--- config.mk ---
export PLATFORM = sky130hd
export DESIGN_NAME = esfa_trace_recorder
export DESIGN_NICKNAME = d
export VERILOG_FILES = /design/src/rtl/esfa_trace_pkg.sv /design/src/rtl/esfa_result_align.sv /design/src/rtl/esfa_trace_recorder.sv
export SDC_FILE = /design/constraint.sdc
export NUM_CORES = 1
export LEC_CHECK = 0
export ABC_AREA = 0
export BUFFER_PORTS_ARGS = -buffer_cell sky130_fd_sc_hd__buf_4
export CAP_MARGIN = 40
export CORE_MARGIN = 4
export CORE_UTILIZATION = 50
export DETAILED_ROUTE_END_ITERATION = 8
export HOLD_SLACK_MARGIN = 0.06
export PLACE_DENSITY = 0.84
export SKIP_LAST_GASP = 1
export SYNTH_ARGS = -nofsm -noshare
export SYNTH_HDL_FRONTEND = slang
export SYNTH_SLANG_ARGS = --single-unit
--- constraint.sdc ---
create_clock -name clk -period 1.9 [get_ports clk]
set_input_delay 0.19 -clock clk [delete_from_list [all_inputs] [get_ports clk]]
set_output_delay 0.19 -clock clk [all_outputs]
set_load 0.02 [all_outputs]
--- src/rtl/esfa_trace_pkg.sv ---
// Shared record layout, FSM encoding and record builder for the ESFA trace recorder.
// The record layout is the 40-bit test-vector format replayed by the ESFA benchmark.
package esfa_trace_pkg;

  localparam int REC_W = 40;

  localparam int BIT_MUT  = 0;
  localparam int BIT_EXP  = 1;
  localparam int BIT_END  = 2;
  localparam int BIT_META = 3;

  localparam int LSB_INDEX = 8;
  localparam int LSB_VALUE = 16;
  localparam int LSB_META  = 24;
  localparam int LSB_SEL   = 32;

  localparam logic [REC_W-1:0] END_RECORD = REC_W'(1) << BIT_END;

  typedef enum logic [2:0] {
    ST_IDLE,
    ST_RECORD,
    ST_DRAIN,
    ST_WRITE_END,
    ST_DONE
  } state_t;

  // The expected-result bit is left clear here; it is merged once resultBool is known.
  function automatic logic [REC_W-1:0] build_record(
    input logic       isMut,
    input logic       isMeta,
    input logic [7:0] idx,
    input logic [7:0] val,
    input logic [7:0] md,
    input logic [7:0] sel
  );
    logic [REC_W-1:0] rec;
    rec                    = '0;
    rec[BIT_MUT]           = isMut;
    rec[BIT_META]          = isMeta;
    rec[LSB_INDEX +: 8]    = idx;
    rec[LSB_VALUE +: 8]    = val;
    rec[LSB_META  +: 8]    = md;
    rec[LSB_SEL   +: 8]    = sel;
    return rec;
  endfunction

endpackage

--- src/rtl/esfa_result_align.sv ---
// Delay line that holds each accepted record until its resultBool arrives, then
// presents the completed record as a registered write one cycle later.
module esfa_result_align
  import esfa_trace_pkg::*;
#(
  parameter int LATENCY = 1
) (
  input  logic             clk,
  input  logic             reset,
  input  logic             i_valid,
  input  logic [REC_W-1:0] i_record,
  input  logic             i_result_bool,
  output logic             o_valid,
  output logic [REC_W-1:0] o_record,
  output logic             o_busy
);

  logic [LATENCY-1:0] r_vld;
  logic [REC_W-1:0]   r_rec [LATENCY];
  logic               r_outVld;
  logic [REC_W-1:0]   r_outRec;

  // The last stage is sampled on the edge where resultBool becomes valid; mutating ops never carry a result.
  always_ff @(posedge clk or negedge reset) begin
    if (!reset) begin
      r_vld    <= '0;
      for (int i = 0; i < LATENCY; i++) r_rec[i] <= '0;
      r_outVld <= 1'b0;
      r_outRec <= '0;
    end else begin
      r_vld[0] <= i_valid;
      r_rec[0] <= i_record;
      for (int i = 1; i < LATENCY; i++) begin
        r_vld[i] <= r_vld[i-1];
        r_rec[i] <= r_rec[i-1];
      end
      r_outVld          <= r_vld[LATENCY-1];
      r_outRec          <= r_rec[LATENCY-1];
      r_outRec[BIT_EXP] <= i_result_bool & ~r_rec[LATENCY-1][BIT_MUT];
    end
  end

  assign o_valid  = r_outVld;
  assign o_record = r_outRec;
  assign o_busy   = (|r_vld) | r_outVld;

endmodule

--- src/rtl/esfa_trace_recorder.sv ---
// Captures the live ESFA op stream plus resultBool into a BRAM as a replayable
// golden program, closed by an end-of-program record.
module esfa_trace_recorder
  import esfa_trace_pkg::*;
#(
  parameter int DEPTH          = 256,
  parameter int ADDR_W         = 8,
  parameter int RESULT_LATENCY = 1
) (
  input  logic              clk,
  input  logic              reset,
  input  logic              arm,
  input  logic              finish,
  input  logic              op_valid,
  output logic              op_ready,
  input  logic              op_is_mutating,
  input  logic              op_is_metadata,
  input  logic [7:0]        new_index,
  input  logic [7:0]        new_value,
  input  logic [7:0]        metadata,
  input  logic [7:0]        selector,
  input  logic              result_bool,
  output logic              mem_we,
  output logic [ADDR_W-1:0] mem_addr,
  output logic [REC_W-1:0]  mem_wdata,
  output logic              recording,
  output logic              done,
  output logic              overflow,
  output logic [ADDR_W:0]   record_count
);

  // The top slot is kept free so the end record always fits.
  localparam logic [ADDR_W:0] LAST_SLOT = (ADDR_W+1)'(DEPTH - 1);

  state_t           r_state;
  state_t           w_nextState;
  logic [ADDR_W:0]  r_accCount;
  logic [ADDR_W:0]  r_count;
  logic             r_overflow;
  logic             w_accept;
  logic             w_drop;
  logic             w_startCapture;
  logic             w_endWrite;
  logic             w_alignVld;
  logic             w_alignBusy;
  logic [REC_W-1:0] w_alignRec;
  logic [REC_W-1:0] w_opRecord;

  assign w_opRecord = build_record(op_is_mutating, op_is_metadata, new_index,
                                   new_value, metadata, selector);
  assign w_accept   = op_valid && op_ready;
  assign w_drop     = (r_state == ST_RECORD) && op_valid && !op_ready;

  esfa_result_align #(
    .LATENCY(RESULT_LATENCY)
  ) u_align (
    .clk          (clk),
    .reset        (reset),
    .i_valid      (w_accept),
    .i_record     (w_opRecord),
    .i_result_bool(result_bool),
    .o_valid      (w_alignVld),
    .o_record     (w_alignRec),
    .o_busy       (w_alignBusy)
  );

  always_ff @(posedge clk or negedge reset) begin
    if (!reset) r_state <= ST_IDLE;
    else        r_state <= w_nextState;
  end

  always_comb begin
    w_nextState = r_state;
    case (r_state)
      ST_IDLE, ST_DONE: if (arm) w_nextState = ST_RECORD;
      ST_RECORD:        if (finish || w_drop) w_nextState = ST_DRAIN;
      ST_DRAIN:         if (!w_alignBusy) w_nextState = ST_WRITE_END;
      ST_WRITE_END:     w_nextState = ST_DONE;
      default:          w_nextState = ST_IDLE;
    endcase
  end

  always_comb begin
    recording      = (r_state == ST_RECORD);
    done           = (r_state == ST_DONE);
    w_endWrite     = (r_state == ST_WRITE_END);
    w_startCapture = ((r_state == ST_IDLE) || (r_state == ST_DONE)) && arm;
    op_ready       = (r_state == ST_RECORD) && (r_accCount < LAST_SLOT);
  end

  // Write slots follow write order, which equals accept order since the delay line never reorders.
  always_ff @(posedge clk or negedge reset) begin
    if (!reset) begin
      r_accCount <= '0;
      r_count    <= '0;
      r_overflow <= 1'b0;
    end else if (w_startCapture) begin
      r_accCount <= '0;
      r_count    <= '0;
      r_overflow <= 1'b0;
    end else begin
      if (w_accept) r_accCount <= r_accCount + 1'b1;
      if (mem_we)   r_count    <= r_count + 1'b1;
      if (w_drop)   r_overflow <= 1'b1;
    end
  end

  assign mem_we       = w_alignVld | w_endWrite;
  assign mem_addr     = r_count[ADDR_W-1:0];
  assign mem_wdata    = w_endWrite ? END_RECORD : (w_alignVld ? w_alignRec : '0);
  assign overflow     = r_overflow;
  assign record_count = r_count;

endmodule

; After elaboration in Yosys (flattened, before gate mapping)
; Index checks and enable logic that the tools add are counted.
[classes]
add_sub_neg = 2
reduce_logical = 14
bitwise = 4
eq_ne = 7
n_lt_le_gt_ge = 1
muxes = 12
[op_table]
columns = cell, count
row1 = $mux W40, 2
row2 = $mux W9, 4
row3 = $add A9 B1 Y9 const B, 2
row4 = $pmux W3 S4, 1
row5 = $lt A9 B8 Y1 const B, 1
row6 = $mux W3, 3
row7 = $eq A3 B2 Y1 const B, 2
row8 = $reduce_bool A2 Y1, 3
row9 = $logic_and A1 B1 Y1, 5
row10 = $ne A2 B2 Y1 const B, 2
row11 = $eq A3 B1 Y1 const B, 1
row12 = $eq A3 B3 Y1 const B, 1
row13 = $logic_not A3 Y1, 1
row14 = $reduce_and A3 Y1, 1
row15 = $logic_or A1 B1 Y1, 2
row16 = $mux W1, 2
row17 = $ne A2 B1 Y1 const B, 1
row18 = $or A1 B1 Y1, 2
row19 = $reduce_or A2 Y1, 1
row20 = $and A1 B1 Y1, 1
row21 = $logic_not A1 Y1, 1
row22 = $not A1 Y1, 1
[word_totals]
ff_bits = 93
input_bits = 40
output_inout_bits = 62

; Depth between registers and ports, before layout
[depth]
ltp_word = 7
ltp_mapped = 6

; Cells and area by module
; Synthesis repeated with hierarchy kept, for this count alone.
[unflattened]
hier_cells = 260
hier_area_um2 = 3549.7
[by_module_without_submodules]
columns = mod, cells_per_inst, instances, area_per_inst_um2, seq_area_each_um2
row1 = esfa_result_align, 83, 1, 2039.5, 2026.9
row2 = esfa_trace_recorder, 177, 1, 1510.2, 550.5

; Worst setup path before layout
; Ideal clock, no wire load.
[synth_timing]
kind = flip-flop to output port
from = reg r_state[1]
to = out mem_wdata[10]
slack_ps = 317
arrival_ps = 1393
path_stages_with_launch = 7
t_required_ps = 1710
path_cell_list = dfrtp_1 > buf_6 > and3b_1 > buf_6 > nor2b_4 > clkbuf_1 > and2_1
[synth_via]
elab_chain_cells = 2
[synth_rtl]
columns = item, line
row1 = "start, declared", esfa_trace_recorder.sv:35  ; state_t r_state;
row2 = "start signal, assigned", esfa_trace_recorder.sv:69  ; else r_state <= w_nextState;
row3 = $eq A3 B2 Y1, esfa_trace_recorder.sv:86  ; w_endWrite = (r_state == ST_WRITE_END);
row4 = named net w_endWrite, esfa_trace_recorder.sv:43  ; logic w_endWrite;
row5 = $mux W40, esfa_trace_recorder.sv:110  ; assign mem_wdata = w_endWrite ? END_RECORD : (w_alignVld ? w_alignRec : '0);
row6 = "end, declared", esfa_trace_recorder.sv:25  ; output logic [REC_W-1:0] mem_wdata,
; The timed path passes the listed nets, and every way through them passes these cells.

; Final worst setup path
[layout_timing]
from = reg r_state[0]
to = out mem_we
[layout_via]
elab_chain_cells = 2
[layout_rtl]
columns = item, line
row1 = $eq A3 B2 Y1, esfa_trace_recorder.sv:86
row2 = $or A1 B1 Y1, esfa_trace_recorder.sv:108  ; assign mem_we = w_alignVld | w_endWrite;
row3 = "end, declared", esfa_trace_recorder.sv:23  ; output logic mem_we,
; Every way passes these cells.

==> flow_summary.toml <==
[run_status]
outcome = "finished clean"

[clocking]
tritoncts = "yes"
clock_sinks = 93
clock_insertion_delay_worst_skew_ns = 0.34
cts_htree_levels = 3
cts-root-buf = "sky130_fd_sc_hd__clkbuf_8"
worst_path_clk_slew_ns = 0.09
clockBufferDepth = 2
cts-buffers-inserted = 9

[floorplanning]
core_mm2 = 0.006422
floorplan.die.height_um = 89.88
die-area_mm2 = 0.008078
chipWidth_um = 89.88
floorplan.initialDensity_pct = 52.19
io_pins = 102
std_cell_rows = 29

[worst_setup_path]
critPathCaptureType = "primary output"
worstPathBufferInverterCount = 3
worstSetupPathType = "flop to primary output"
worst_path_max_delay_cell = "sky130_fd_sc_hd__dfrtp_1"
critical_path.cell_chain = "and3b_2 -> buf_4 -> nor2_1 -> inv_1 -> buf_4"
critical_path_required_ns = 1.71
critical_path.startpoint_type = "flop"
cp.arrival_ns = 1.63
timing.critical_path.slowest_cell_delay_ns = 0.41
worst_path_most_repeated_cell = "sky130_fd_sc_hd__buf_4"
critPathTopFamily = "simple AND/OR/NAND/NOR gates"
cp_max_fo = 5

[route]
drc = 0
viasPerCell = 4.936
routed_wire_length_per_instance_um = 15.80
final_antenna_net_count = 0
postRouteWirelength_um = 7459
dr_total_vias = 2330
drt-initial-drc-count = 52
drt_pass1_iterations = 4

[synthesis]
synth_area_leaders = "sky130_fd_sc_hd__dfrtp_1 69%, sky130_fd_sc_hd__and2_1 6.5%, sky130_fd_sc_hd__buf_4 3.1%"
yosys_warnings = 0
yosysSeqAreaShare_pct = 69.43
post-synth-top-area-fraction_pct = 69.43
yosys_register_bits = 93
synth_commonest_cells = "93 x sky130_fd_sc_hd__dfrtp_1, 35 x sky130_fd_sc_hd__and2_1, 16 x sky130_fd_sc_hd__nand2_1"
synth_area_per_cell_um2 = 13.30
number_of_synthesized_flops_with_an_enable_pin = 0
yosysMostFrequentCell = "sky130_fd_sc_hd__dfrtp_1"
post_synth_inst_count = 252
netlist_area_mm2 = 0.003352
synth_top_flop_cell = "sky130_fd_sc_hd__dfrtp_1"
post_synth_num_cell_types = 49
synth_largest_area_cell = "sky130_fd_sc_hd__dfrtp_1"
synthArstFlopShare_pct = 100.0

[sta]
fmaxAchievable_ghz = 0.5491
finalHoldWorstSlack_ns = 0.08457
timing.max_slew.rel_slack_pct = 66.60
tightest_slew_ns = 0.4964
layout_min_cycle_time_ns = 1.821
final.setup.tns_ns = 0
number_of_hold_violations_in_the_final_report = 0
slew_viol_final = 0
min_period_over_period_pct = 95.85
report.final.setup_viol = 0
clock-skew-final_ns = 0.009794

[worst_hold_path]
hold_class = "primary input to flop"

[place]
portBuffers = 97
gpl.final_weighted_congestion = 0.8146
dp_hpwl_um = 4800

[global_route]
grt_ovf = 0
grt_max_degree = 48
antenna_found_initial = 0
grt_pass1_wl_um = 12320
grt_usage_pct = 19.33
first_global_vias = 2423

[power_and_ir_drop]
leakage_component_of_the_power_uw = 0.002324
ir_drop_v = 0.0006242
p_per_area_mw_per_mm2 = 1099

[cells_and_area]
fillCellCount = 425
num-nets-final = 431
syn_to_final_growth_pct = 41.32
fraction_of_final_layout_cells_with_drive_strength_greater_than_1_pct = 34.77

[run]
maxCapViolCount = 0
-- cells by family after synthesis --
group | share of synthesized area [%]
AO/OA/AOI/OAI | 5.562
XOR/XNOR | 1.045
AND/OR/NAND/NOR | 16.57
multiplexers | 1.530
buffers and inverters | 5.002
other | 0.1119
adder cells (fa/ha/maj) | 0.7464
flip-flops | 69.43
-- path summary, 6_finish.rpt --
path                                   start  slack, ns                    to  cells past startpoint
hold / removal                   result_bool       0.08   u_align.o_record[1]                      2
hold reg to reg            u_align.r_rec[17]       0.35  u_align.o_record[17]                      0
setup reg to reg                  r_state[0]       0.11         r_accCount[5]                      4
min in group asynchronous              reset       0.29       record_count[3]                      2
max in group asynchronous              reset       1.04  u_align.o_record[22]                      3
setup / recovery                  r_state[0]       0.08                mem_we                      5
-- state kept, by name (all words and copies together) (netlist names) --
signal and flops:
r_accCount 9, u_align.r_rec 34, overflow 1, record_count 9
r_state 3, u_align.r_vld 1, u_align.o_valid 1, u_align.o_record 35
-- report_power, final --
part	switching, µW	total [µW]	leakage, µW	internal, µW
Combinational	848	1590	0.00109	745
Clock	705	1340	0.000101	637
Sequential	129	2270	0.00113	2140
-- metrics by stage --
step / utilization, % / cell area [µm²] / std cells / power [µW] / worst slack, ns
global route: 73.72 / 4735 / 471 / 5472 / -0.01954
detailed placement: 63.92 / 4105 / 415 / 3736 / 0.1317
CTS: 73.43 / 4716 / 469 / 5228 / -0.002176
global placement: 63.92 / 4105 / 415 / 3692 / 0.2051
floorplan: - / 3363 / 255 / 3180 / 0.3170
finish: 73.76 / 4737 / 472 / 5206 / 0.07891
-- cell type report --
cell class / instances / area (µm²) / share of cell area, %
Clock buffer: 10 / 127.6 / 2.694
Tap cell: 77 / 96.34 / 2.034
Antenna cell: 1 / 2.502 / 0.05283
Sequential cell: 93 / 2327 / 49.13
Multi-Input combinational cell: 138 / 887.1 / 18.73
Timing Repair Buffer: 143 / 1199 / 25.30
Inverter: 4 / 20.02 / 0.4226
Clock inverter: 6 / 77.57 / 1.638
-- routing by layer --
| metal | share of wire (%) | vias up | GRT usage, % | routed length, µm |
|---|---|---|---|---|
| met1 | 38 | 1139 | 22.43 | 2865 |
| met2 | 54 | 85 | 34.27 | 4046 |
| met4 | 1.0 | 0 | 7.398 | 76 |
| met3 | 6.3 | 5 | 5.175 | 470 |
| li1 | - | 1101 | - | - |
| met5 | 0 | - | 0 | 0 |
-- timing repair --
item                                   4_1_cts  5_1_grt
endpoints found under the hold margin       60        0
setup endpoints to repair                   35       36
hold buffers                                35        0
cloned                                       1        0
gates resized for setup                      2        1
setup buffers                                2        2
-- cells in the final DEF, fill, tap and decap left out, types with 3 or more instances in the layout --
cell / synthesis / layout
sky130_fd_sc_hd__clkbuf_8: 0 / 9
sky130_fd_sc_hd__nand2_1: 16 / 16
sky130_fd_sc_hd__a31oi_1: 3 / 3
sky130_fd_sc_hd__conb_1: 1 / 4
sky130_fd_sc_hd__mux2i_1: 4 / 4
sky130_fd_sc_hd__xor2_1: 4 / 4
sky130_fd_sc_hd__dlygate4sd3_1: 0 / 35
sky130_fd_sc_hd__buf_4: 14 / 105
sky130_fd_sc_hd__and3_1: 3 / 3
sky130_fd_sc_hd__and2_1: 35 / 35
sky130_fd_sc_hd__o21ai_0: 8 / 8
sky130_fd_sc_hd__nand4_1: 5 / 5
sky130_fd_sc_hd__nor2_1: 13 / 13
sky130_fd_sc_hd__a21oi_1: 4 / 4
sky130_fd_sc_hd__inv_1: 3 / 3
sky130_fd_sc_hd__dfrtp_1: 93 / 93
sky130_fd_sc_hd__buf_12: 0 / 3
Note: power is estimated with default switching activity, not from simulation.
